`config.mk`:
```
export PLATFORM = sky130hd
export DESIGN_NAME = styler_pipe
export DESIGN_NICKNAME = d
export VERILOG_FILES = /design/src/rtl/styler_pipe.sv
export SDC_FILE = /design/constraint.sdc
export NUM_CORES = 1
export LEC_CHECK = 0
export BUFFER_PORTS_ARGS = -buffer_cell sky130_fd_sc_hd__buf_2
export CORE_ASPECT_RATIO = 2
export CORE_MARGIN = 1.5
export CORE_UTILIZATION = 55
export CTS_BUF_LIST = sky130_fd_sc_hd__clkbuf_4
export CTS_CLUSTER_DIAMETER = 80
export DETAILED_ROUTE_END_ITERATION = 10
export PLACE_DENSITY_LB_ADDON = 0.05
export SLEW_MARGIN = 0
export SYNTH_ARGS = -nofsm -noshare
export SYNTH_HDL_FRONTEND = slang
export SYNTH_SLANG_ARGS = --single-unit
```
`constraint.sdc`:
```
create_clock -name clk -period 4.2 [get_ports clk]
set_clock_uncertainty 0.1 [all_clocks]
set_input_delay 0.84 -clock clk [delete_from_list [all_inputs] [get_ports clk]]
set_output_delay 0.84 -clock clk [all_outputs]
set_load 0.005 [all_outputs]
```
`src/rtl/styler_pipe.sv`:
```
// styler_pipe
// Three-stage pipelined character styler between the glyph ROM read and the
// pixel serialiser. Each accepted beat carries one glyph scanline plus the
// cell attributes; the styled, inverted and mirrored scanline leaves three
// cycles later. Blink, cursor and faint phases come from internal frame-strobe
// driven generators.
//
// Ports
//   clk          single clock, all state on the rising edge
//   resetN       asynchronous active-low reset (release expected synchronous to clk)
//   frameStart   one-cycle pulse per frame, advances the phase generators
//   inValid      input beat valid
//   inReady      input beat accepted when inValid & inReady
//   scanlineIn   row index within the glyph cell
//   bitmapIn     glyph row, MSB is the leftmost pixel
//   attr[18:0]   bold, faint, italic, reverseItalic, blink, alternate, inverse,
//                hidden, underline, doubleUnderline, dottedUnderline,
//                strikethru, doubleStrikethru, dottedStrikethru, overline,
//                doubleOverline, dottedOverline, xoffset, yoffset (bit0 first)
//   cfg[10:0]    xscale, yscale, xPreMirror, xPostMirror, yPreMirror,
//                yPostMirror, blinkEnable, lineEnable, cursorEnable,
//                cursorTop, cursorBottom (bit0 first)
//   outValid     output beat valid
//   outReady     downstream accepts when outValid & outReady
//   scanlineOut  bitmap row to fetch, registered alongside its beat
//   bitmapOut    styled row
//   phaseOut     {cursorPhase, blinkPhase, faintPhase}
module styler_pipe #(
   parameter int WIDTH         = 16,
   parameter int HEIGHT        = 16,
   parameter int BLINK_PERIOD  = 32,
   parameter int CURSOR_PERIOD = 16,
   localparam int SBITS        = $clog2(HEIGHT)
) (
   input  logic             clk,
   input  logic             resetN,
   input  logic             frameStart,
   input  logic             inValid,
   output logic             inReady,
   input  logic [SBITS-1:0] scanlineIn,
   input  logic [WIDTH-1:0] bitmapIn,
   input  logic [18:0]      attr,
   input  logic [10:0]      cfg,
   output logic             outValid,
   input  logic             outReady,
   output logic [SBITS-1:0] scanlineOut,
   output logic [WIDTH-1:0] bitmapOut,
   output logic [2:0]       phaseOut
);

   // attribute bit positions
   localparam int A_BOLD   = 0;
   localparam int A_FAINT  = 1;
   localparam int A_ITAL   = 2;
   localparam int A_RITAL  = 3;
   localparam int A_BLINK  = 4;
   localparam int A_ALT    = 5;
   localparam int A_INV    = 6;
   localparam int A_HIDDEN = 7;
   localparam int A_UL     = 8;
   localparam int A_DUL    = 9;
   localparam int A_DOTUL  = 10;
   localparam int A_ST     = 11;
   localparam int A_DST    = 12;
   localparam int A_DOTST  = 13;
   localparam int A_OL     = 14;
   localparam int A_DOL    = 15;
   localparam int A_DOTOL  = 16;
   localparam int A_XOFF   = 17;
   localparam int A_YOFF   = 18;

   // config bit positions
   localparam int C_XSCALE  = 0;
   localparam int C_YSCALE  = 1;
   localparam int C_XPRE    = 2;
   localparam int C_XPOST   = 3;
   localparam int C_YPRE    = 4;
   localparam int C_YPOST   = 5;
   localparam int C_BLINKEN = 6;
   localparam int C_LINEEN  = 7;
   localparam int C_CUREN   = 8;
   localparam int C_CURTOP  = 9;
   localparam int C_CURBOT  = 10;

   localparam logic [SBITS-1:0] ROW_HALF   = SBITS'(HEIGHT / 2);
   localparam logic [SBITS-1:0] ROW_UL     = SBITS'(HEIGHT - 3);
   localparam logic [SBITS-1:0] ROW_DUL    = SBITS'(HEIGHT - 1);
   localparam logic [SBITS-1:0] ROW_ST     = SBITS'(HEIGHT / 2 - 1);
   localparam logic [SBITS-1:0] ROW_DST_LO = SBITS'(HEIGHT / 2 - 2);
   localparam logic [SBITS-1:0] ROW_DST_HI = SBITS'(HEIGHT / 2);
   localparam logic [SBITS-1:0] ROW_OL     = '0;
   localparam logic [SBITS-1:0] ROW_DOL    = SBITS'(2);
   localparam logic [SBITS-1:0] ROW_CTOP   = SBITS'(3);
   localparam logic [SBITS-1:0] ROW_CBOT   = SBITS'(HEIGHT - 4);

   localparam logic [7:0] BLINK_LAST  = 8'(BLINK_PERIOD - 1);
   localparam logic [7:0] CURSOR_LAST = 8'(CURSOR_PERIOD - 1);

   // Flags needed by the invert stage; everything is resolved against the
   // phases sampled at accept time so later frame strobes cannot leak in.
   typedef struct packed {
      logic solid;
      logic faint;
      logic faint_ph;
      logic kill;
      logic invert;
      logic xpost;
   } late_t;

   typedef struct packed {
      logic  bold;
      logic  italic;
      logic  ritalic;
      logic  xoff;
      logic  xscale;
      logic  xpre;
      late_t late;
   } early_t;

   function automatic logic [WIDTH-1:0] bit_rev(input logic [WIDTH-1:0] b);
      logic [WIDTH-1:0] r;
      for (int i = 0; i < WIDTH; i++) r[i] = b[WIDTH-1-i];
      return r;
   endfunction

   // Row quarter selects the slant; reverse italic mirrors the direction.
   function automatic logic [WIDTH-1:0] slant(input logic [WIDTH-1:0] b,
                                              input logic [1:0] q,
                                              input logic it,
                                              input logic rit);
      logic [WIDTH-1:0] r;
      r = b;
      if (it && !rit) begin
         case (q)
            2'd0:    r = b >> 2;
            2'd1:    r = b >> 1;
            2'd3:    r = b << 1;
            default: r = b;
         endcase
      end else if (rit && !it) begin
         case (q)
            2'd0:    r = b << 2;
            2'd1:    r = b << 1;
            2'd3:    r = b >> 1;
            default: r = b;
         endcase
      end
      return r;
   endfunction

   // Each pixel of the left half becomes two pixels across the full row.
   function automatic logic [WIDTH-1:0] dbl_left(input logic [WIDTH-1:0] b);
      logic [WIDTH-1:0] r;
      for (int i = 0; i < WIDTH / 2; i++) begin
         r[2*i]   = b[WIDTH/2 + i];
         r[2*i+1] = b[WIDTH/2 + i];
      end
      return r;
   endfunction

   // Phase 1 keeps even pixels (...0101), phase 0 keeps odd pixels (...1010).
   function automatic logic [WIDTH-1:0] faint_mask(input logic ph);
      logic [WIDTH-1:0] m;
      for (int i = 0; i < WIDTH; i++) m[i] = ph ^ 1'(i % 2);
      return m;
   endfunction

   // phase generators
   logic [7:0] blink_cnt_q, blink_cnt_d, cursor_cnt_q, cursor_cnt_d;
   logic       blink_ph_q, blink_ph_d, cursor_ph_q, cursor_ph_d;
   logic       faint_ph_q, faint_ph_d;

   // pipeline state
   logic             en;
   logic             vld_p1_q, vld_p1_d, vld_p2_q, vld_p2_d, vld_p3_q, vld_p3_d;
   logic [WIDTH-1:0] bmp_p1_q, bmp_p1_d, bmp_p2_q, bmp_p2_d, bmp_p3_q, bmp_p3_d;
   logic [SBITS-1:0] row_p1_q, row_p1_d;
   logic [SBITS-1:0] scan_p1_q, scan_p1_d, scan_p2_q, scan_p2_d, scan_p3_q, scan_p3_d;
   early_t           early_p1_q, early_p1_d;
   late_t            late_p2_q, late_p2_d;

   // stage-1 combinational terms
   logic [SBITS-1:0] s0, s1, s2, s3;
   logic             solid_hit, dot_hit, cursor_row, cursor_on, inv_eff, alt_eff;
   early_t           early_c;
   logic [WIDTH-1:0] sty_c, inv_c;

   assign en       = ~vld_p3_q | outReady;
   assign inReady  = en;
   assign outValid = vld_p3_q;
   assign bitmapOut   = bmp_p3_q;
   assign scanlineOut = scan_p3_q;
   assign phaseOut    = {cursor_ph_q, blink_ph_q, faint_ph_q};

   // Generators run off frameStart regardless of pipeline stalls.
   always_comb begin
      faint_ph_d   = faint_ph_q;
      blink_cnt_d  = blink_cnt_q;
      blink_ph_d   = blink_ph_q;
      cursor_cnt_d = cursor_cnt_q;
      cursor_ph_d  = cursor_ph_q;
      if (frameStart) begin
         faint_ph_d = ~faint_ph_q;
         if (blink_cnt_q == BLINK_LAST) begin
            blink_cnt_d = '0;
            blink_ph_d  = ~blink_ph_q;
         end else begin
            blink_cnt_d = blink_cnt_q + 8'd1;
         end
         if (cursor_cnt_q == CURSOR_LAST) begin
            cursor_cnt_d = '0;
            cursor_ph_d  = ~cursor_ph_q;
         end else begin
            cursor_cnt_d = cursor_cnt_q + 8'd1;
         end
      end
   end

   // ---- stage 1: linegen ----
   always_comb begin
      s0 = scanlineIn;
      s1 = cfg[C_YPOST] ? ~s0 : s0;
      s2 = cfg[C_YSCALE] ? (s1 >> 1) : s1;
      s3 = attr[A_YOFF] ? (s2 ^ ROW_HALF) : s2;

      solid_hit = (attr[A_UL]  && s3 == ROW_UL)
               || (attr[A_DUL] && (s3 == ROW_UL || s3 == ROW_DUL))
               || (attr[A_ST]  && s3 == ROW_ST)
               || (attr[A_DST] && (s3 == ROW_DST_LO || s3 == ROW_DST_HI))
               || (attr[A_OL]  && s3 == ROW_OL)
               || (attr[A_DOL] && (s3 == ROW_OL || s3 == ROW_DOL));
      // A dotted line is drawn solid and then thinned by the faint mask.
      dot_hit   = (attr[A_DOTUL] && s3 == ROW_UL)
               || (attr[A_DOTST] && s3 == ROW_ST)
               || (attr[A_DOTOL] && s3 == ROW_OL);

      cursor_row = (cfg[C_CURTOP] && s0 < ROW_CTOP)
                || (cfg[C_CURBOT] && s0 > ROW_CBOT)
                || (!cfg[C_CURTOP] && !cfg[C_CURBOT]);
      cursor_on  = cfg[C_CUREN] & cursor_ph_q & cursor_row;
      inv_eff    = attr[A_INV] ^ cursor_on;
      alt_eff    = attr[A_ALT] & (blink_ph_q | ~cfg[C_BLINKEN]);

      early_c               = '0;
      early_c.bold          = attr[A_BOLD];
      early_c.italic        = attr[A_ITAL];
      early_c.ritalic       = attr[A_RITAL];
      early_c.xoff          = attr[A_XOFF];
      early_c.xscale        = cfg[C_XSCALE];
      early_c.xpre          = cfg[C_XPRE];
      early_c.late.solid    = cfg[C_LINEEN] & (solid_hit | dot_hit);
      early_c.late.faint    = attr[A_FAINT] | (cfg[C_LINEEN] & dot_hit);
      early_c.late.faint_ph = faint_ph_q ^ s1[0];
      early_c.late.kill     = attr[A_HIDDEN] | (attr[A_BLINK] & blink_ph_q & cfg[C_BLINKEN]);
      // alternate and inverse each invert once, so together they cancel
      early_c.late.invert   = alt_eff ^ inv_eff;
      early_c.late.xpost    = cfg[C_XPOST];

      vld_p1_d   = en ? inValid  : vld_p1_q;
      bmp_p1_d   = en ? bitmapIn : bmp_p1_q;
      row_p1_d   = en ? s3       : row_p1_q;
      scan_p1_d  = en ? (cfg[C_YPRE] ? ~s3 : s3) : scan_p1_q;
      early_p1_d = en ? early_c  : early_p1_q;
   end

   // ---- stage 2: style ----
   always_comb begin
      sty_c = bmp_p1_q;
      if (early_p1_q.xpre) sty_c = bit_rev(sty_c);
      sty_c = slant(sty_c, row_p1_q[SBITS-1 -: 2], early_p1_q.italic, early_p1_q.ritalic);
      if (early_p1_q.bold) sty_c = sty_c | (sty_c >> 1);
      if (early_p1_q.xoff) sty_c = {sty_c[WIDTH/2-1:0], sty_c[WIDTH-1:WIDTH/2]};
      if (early_p1_q.xscale) sty_c = dbl_left(sty_c);
      if (early_p1_q.late.solid) sty_c = '1;
      if (early_p1_q.late.faint) sty_c = sty_c & faint_mask(early_p1_q.late.faint_ph);

      vld_p2_d  = en ? vld_p1_q        : vld_p2_q;
      bmp_p2_d  = en ? sty_c           : bmp_p2_q;
      scan_p2_d = en ? scan_p1_q       : scan_p2_q;
      late_p2_d = en ? early_p1_q.late : late_p2_q;
   end

   // ---- stage 3: invert ----
   always_comb begin
      inv_c = bmp_p2_q;
      if (late_p2_q.solid) inv_c = '1;
      if (late_p2_q.faint) inv_c = inv_c & faint_mask(late_p2_q.faint_ph);
      if (late_p2_q.kill) inv_c = '0;
      if (late_p2_q.invert) inv_c = ~inv_c;
      if (late_p2_q.xpost) inv_c = bit_rev(inv_c);

      vld_p3_d  = en ? vld_p2_q  : vld_p3_q;
      bmp_p3_d  = en ? inv_c     : bmp_p3_q;
      scan_p3_d = en ? scan_p2_q : scan_p3_q;
   end

   // Control, generators and the visible output register clear on reset.
   always_ff @(posedge clk or negedge resetN) begin
      if (!resetN) begin
         vld_p1_q     <= 1'b0;
         vld_p2_q     <= 1'b0;
         vld_p3_q     <= 1'b0;
         bmp_p3_q     <= '0;
         scan_p3_q    <= '0;
         faint_ph_q   <= 1'b0;
         blink_cnt_q  <= '0;
         blink_ph_q   <= 1'b0;
         cursor_cnt_q <= '0;
         cursor_ph_q  <= 1'b0;
      end else begin
         vld_p1_q     <= vld_p1_d;
         vld_p2_q     <= vld_p2_d;
         vld_p3_q     <= vld_p3_d;
         bmp_p3_q     <= bmp_p3_d;
         scan_p3_q    <= scan_p3_d;
         faint_ph_q   <= faint_ph_d;
         blink_cnt_q  <= blink_cnt_d;
         blink_ph_q   <= blink_ph_d;
         cursor_cnt_q <= cursor_cnt_d;
         cursor_ph_q  <= cursor_ph_d;
      end
   end

   // Internal data is qualified by the valids and needs no reset.
   always_ff @(posedge clk) begin
      bmp_p1_q   <= bmp_p1_d;
      row_p1_q   <= row_p1_d;
      scan_p1_q  <= scan_p1_d;
      early_p1_q <= early_p1_d;
      bmp_p2_q   <= bmp_p2_d;
      scan_p2_q  <= scan_p2_d;
      late_p2_q  <= late_p2_d;
   end

endmodule

```
==> results.ini <==
[synth]
syn_nets = 632
synthTopCellsByArea = edfxtp_1 (30%), dfrtp_1 (17%), xnor2_1 (3.9%)
ys_ff_latch = 102
synth_seq_area_share = 0.471
syn_area_um2 = 6060
ys_types = 72
yosys_warnings = 0
synthCells = 575
yosys.area.top_type = edfxtp_1
synth-edff-count = 60
avgSynthCellArea_um2 = 10.5
synthArstFlopShare = 0.412
ys.flop_type = edfxtp_1
synth_top_area_share = 0.297

[worst_setup_path]
cp_slowest_cell = a2111oi_0
ff2ff_setup_slack_ns = 0.59
worstReg2RegStart = early_p1_q[6]
reg2reg_depth = 9
crit_family = compound AO/OA/AOI/OAI gates
crit_chain = buf_4 -> buf_4 -> mux2i_1 -> nor2_1 -> o21a_1 -> a2111oi_0 -> a21oi_1 -> o211ai_1 -> a31oi_1
crit_buf_inv = 2
worstSetupPathType = flip-flop to flip-flop
crit_path_end_kind = flip-flop
crit_path_start_kind = flip-flop
crit_fanout = 8
crit_top_cell = buf_4
max_stage_delay_ns = 0.89
arrival_ns = 3.72
reg2reg_to = bmp_p2_q[6]
required_ns = 4.30

[power_and_ir_drop]
p_int_uw = 2290
power_density_nw_per_um2 = 560
p_sw_uw = 1460
p_sw_frac = 0.389
pwr-share-clk = 0.149
ir_worst_vdd_uv = 215
p_total_uw = 3740
p_leak_uw = 0.00268
combPwrFrac = 0.393
seqPwrFrac = 0.457

[grt]
antenna_found_initial = 1
grt_max_degree = 91
grt_pass1_vias = 4823
grt-ovfl-total = 0
track_usage = 0.280
grt_pass1_wl_mm = 24.6

[drt]
drt_iter0_drc = 364
drc = 0
wirelength_mm = 16.0
vias = 4876
ant_nets = 0
post_drt_via_cell_ratio = 6.21
first_pass_iters = 8
wl_per_cell_um = 20.4

[cts]
path_clk_slew_ns = 0.17
hold_buffers = 0
worstSkewPairLatency_ns = 0.46
numClockSinks = 102
cts-root-buf = clkbuf_4
clock_path_buffers = 2
cts_resized = 0
cts_made_buffers = 9
cts_tree = yes
h-tree-depth = 3
cts_setup_buffers = 0

[placed_design]
preCtsSetupSlack_ns = 0.723
dp_hpwl_mm = 12.3
placed_area_um2 = 6520
gp_congestion = 0.974
port_buffers = 79

[floorplan]
die_area_um2 = 11700
io_pins = 80
fp.coreArea_um2 = 10800
dieWidth_um = 77.2
rows = 54
start_util = 0.561
die_y_um = 151

[final_layout]
drive_above_1_share = 0.230
register_area_um2 = 2850
area_growth_pct = 10.2
multi_input_area_um2 = 2930
design_area_um2 = 6680
fill_cells = 917
layout.nets = 696

[timing]
fin_setup_tns_ns = 0
fmax_mhz = 277
worst_pin_slew_ns = 1.02
whs_ns = 0.343
finalSetupViolCount = 0
fin_ws_ns = 0.586
slew_headroom = 0.304
period_needed_ns = 3.61
final_hold_viol_count = 0
period_share = 0.860
rsz0062_at_grt = false
slew_viol_final = 0

[worst_hold_path]
hold_class = flip-flop to flip-flop
hold_start = scan_p1_q[1]
holdPathEnd = scan_p2_q[1]
hold_depth = 0

[outcome]
status = finished clean

[flow_run]
cap_violations = 0

-- cell families after synthesis --
group,share of synthesized area
flip-flops,0.471
adder cells (fa/ha/maj),0.00413
buffers and inverters,0.0469
XOR/XNOR,0.0706
AND/OR/NAND/NOR,0.106
multiplexers,0.0966
AO/OA/AOI/OAI,0.205
-- flip-flops by register name, indices dropped and copies added (netlist names), 6 cells and up --
register	cells
bmp_p1_q	16
bmp_p2_q	16
cursor_cnt_q	8
late_p2_q	6
bitmapOut	16
early_p1_q	12
blink_cnt_q	8
-- worst max-delay path by stage --
stage / start / endpoint / slack, ns / cells after the start
3_3_place_gp: early_p1_q[6] / bmp_p2_q[6] / 0.75 / 9
2_1_floorplan: outReady / inReady / 0.23 / 4
4_1_cts: early_p1_q[6] / bmp_p2_q[6] / 0.66 / 9
6_report: early_p1_q[6] / bmp_p2_q[6] / 0.59 / 9
3_5_place_dp: early_p1_q[6] / bmp_p2_q[6] / 0.72 / 9
5_1_grt: early_p1_q[6] / bmp_p2_q[12] / 0.35 / 9
-- per-layer routing --
metal  wire length (µm)  GRT usage  part of all wire
met3                521     0.0373             0.033
met5                  0          0                 0
met4               1090      0.195             0.068
met2               9280      0.552              0.58
met1               5120      0.255              0.32
-- per-stage QoR --
stage	std cells	utilization
CTS	784	0.618
global placement	768	0.603
global route	785	0.618
floorplan	575	-
detailed placement	768	0.603
finish	785	0.618
-- cells in the mapped netlist (3+ instances only) --
cell	count
a211o_1	4
a211oi_1	9
a21o_1	6
a21oi_1	33
a221oi_1	11
a222oi_1	3
a22o_1	3
a22oi_1	10
a31oi_1	5
and2_1	4
and3_1	3
buf_1	4
buf_2	4
buf_4	7
clkbuf_1	20
dfrtp_1	42
edfxtp_1	60
inv_1	19
mux2_2	18
mux2i_1	23
mux2i_2	7
nand2_1	36
nand2b_1	7
nand3_1	18
nand4_1	5
nor2_1	40
nor2b_1	6
nor3_1	5
o211a_1	3
o211ai_1	11
o21a_1	3
o21ai_0	41
o22ai_1	9
xnor2_1	27
xor2_1	20
-- cell usage in the layout (no fill, tap or decap), types with 6 or more instances in the layout --
cell	instances
nand2b_1	7
clkbuf_4	9
mux2_2	18
a22oi_1	10
mux2i_1	23
xor2_1	20
buf_2	79
nand3_1	18
a21o_1	6
nor2_1	40
o21ai_0	41
a21oi_1	33
o211ai_1	11
a221oi_1	11
edfxtp_1	60
mux2i_2	7
nand2_1	36
o22ai_1	9
dfrtp_1	42
a211oi_1	9
inv_1	19
buf_4	12
xnor2_1	27
-- power groups by stage --
stage	logic, µW	registers [µW]	clock network [µW]
after floorplan	1110	1630	0
after global placement	1440	1720	0
after detailed placement	1460	1730	0
after CTS	1470	1710	574
after global routing	1630	1760	607
final	1470	1710	559
-- layout make-up --
cell class | instances | share of cell area
multi-input combinational | 414 | 0.438
inverter | 21 | 0.0120
antenna | 1 | 0.000375
sequential | 102 | 0.427
tap | 140 | 0.0262
clock buffer | 9 | 0.0101
timing repair buffer | 91 | 0.0727
clock inverter | 7 | 0.0137
No activity file was read; power rests on OpenSTA's default activity.
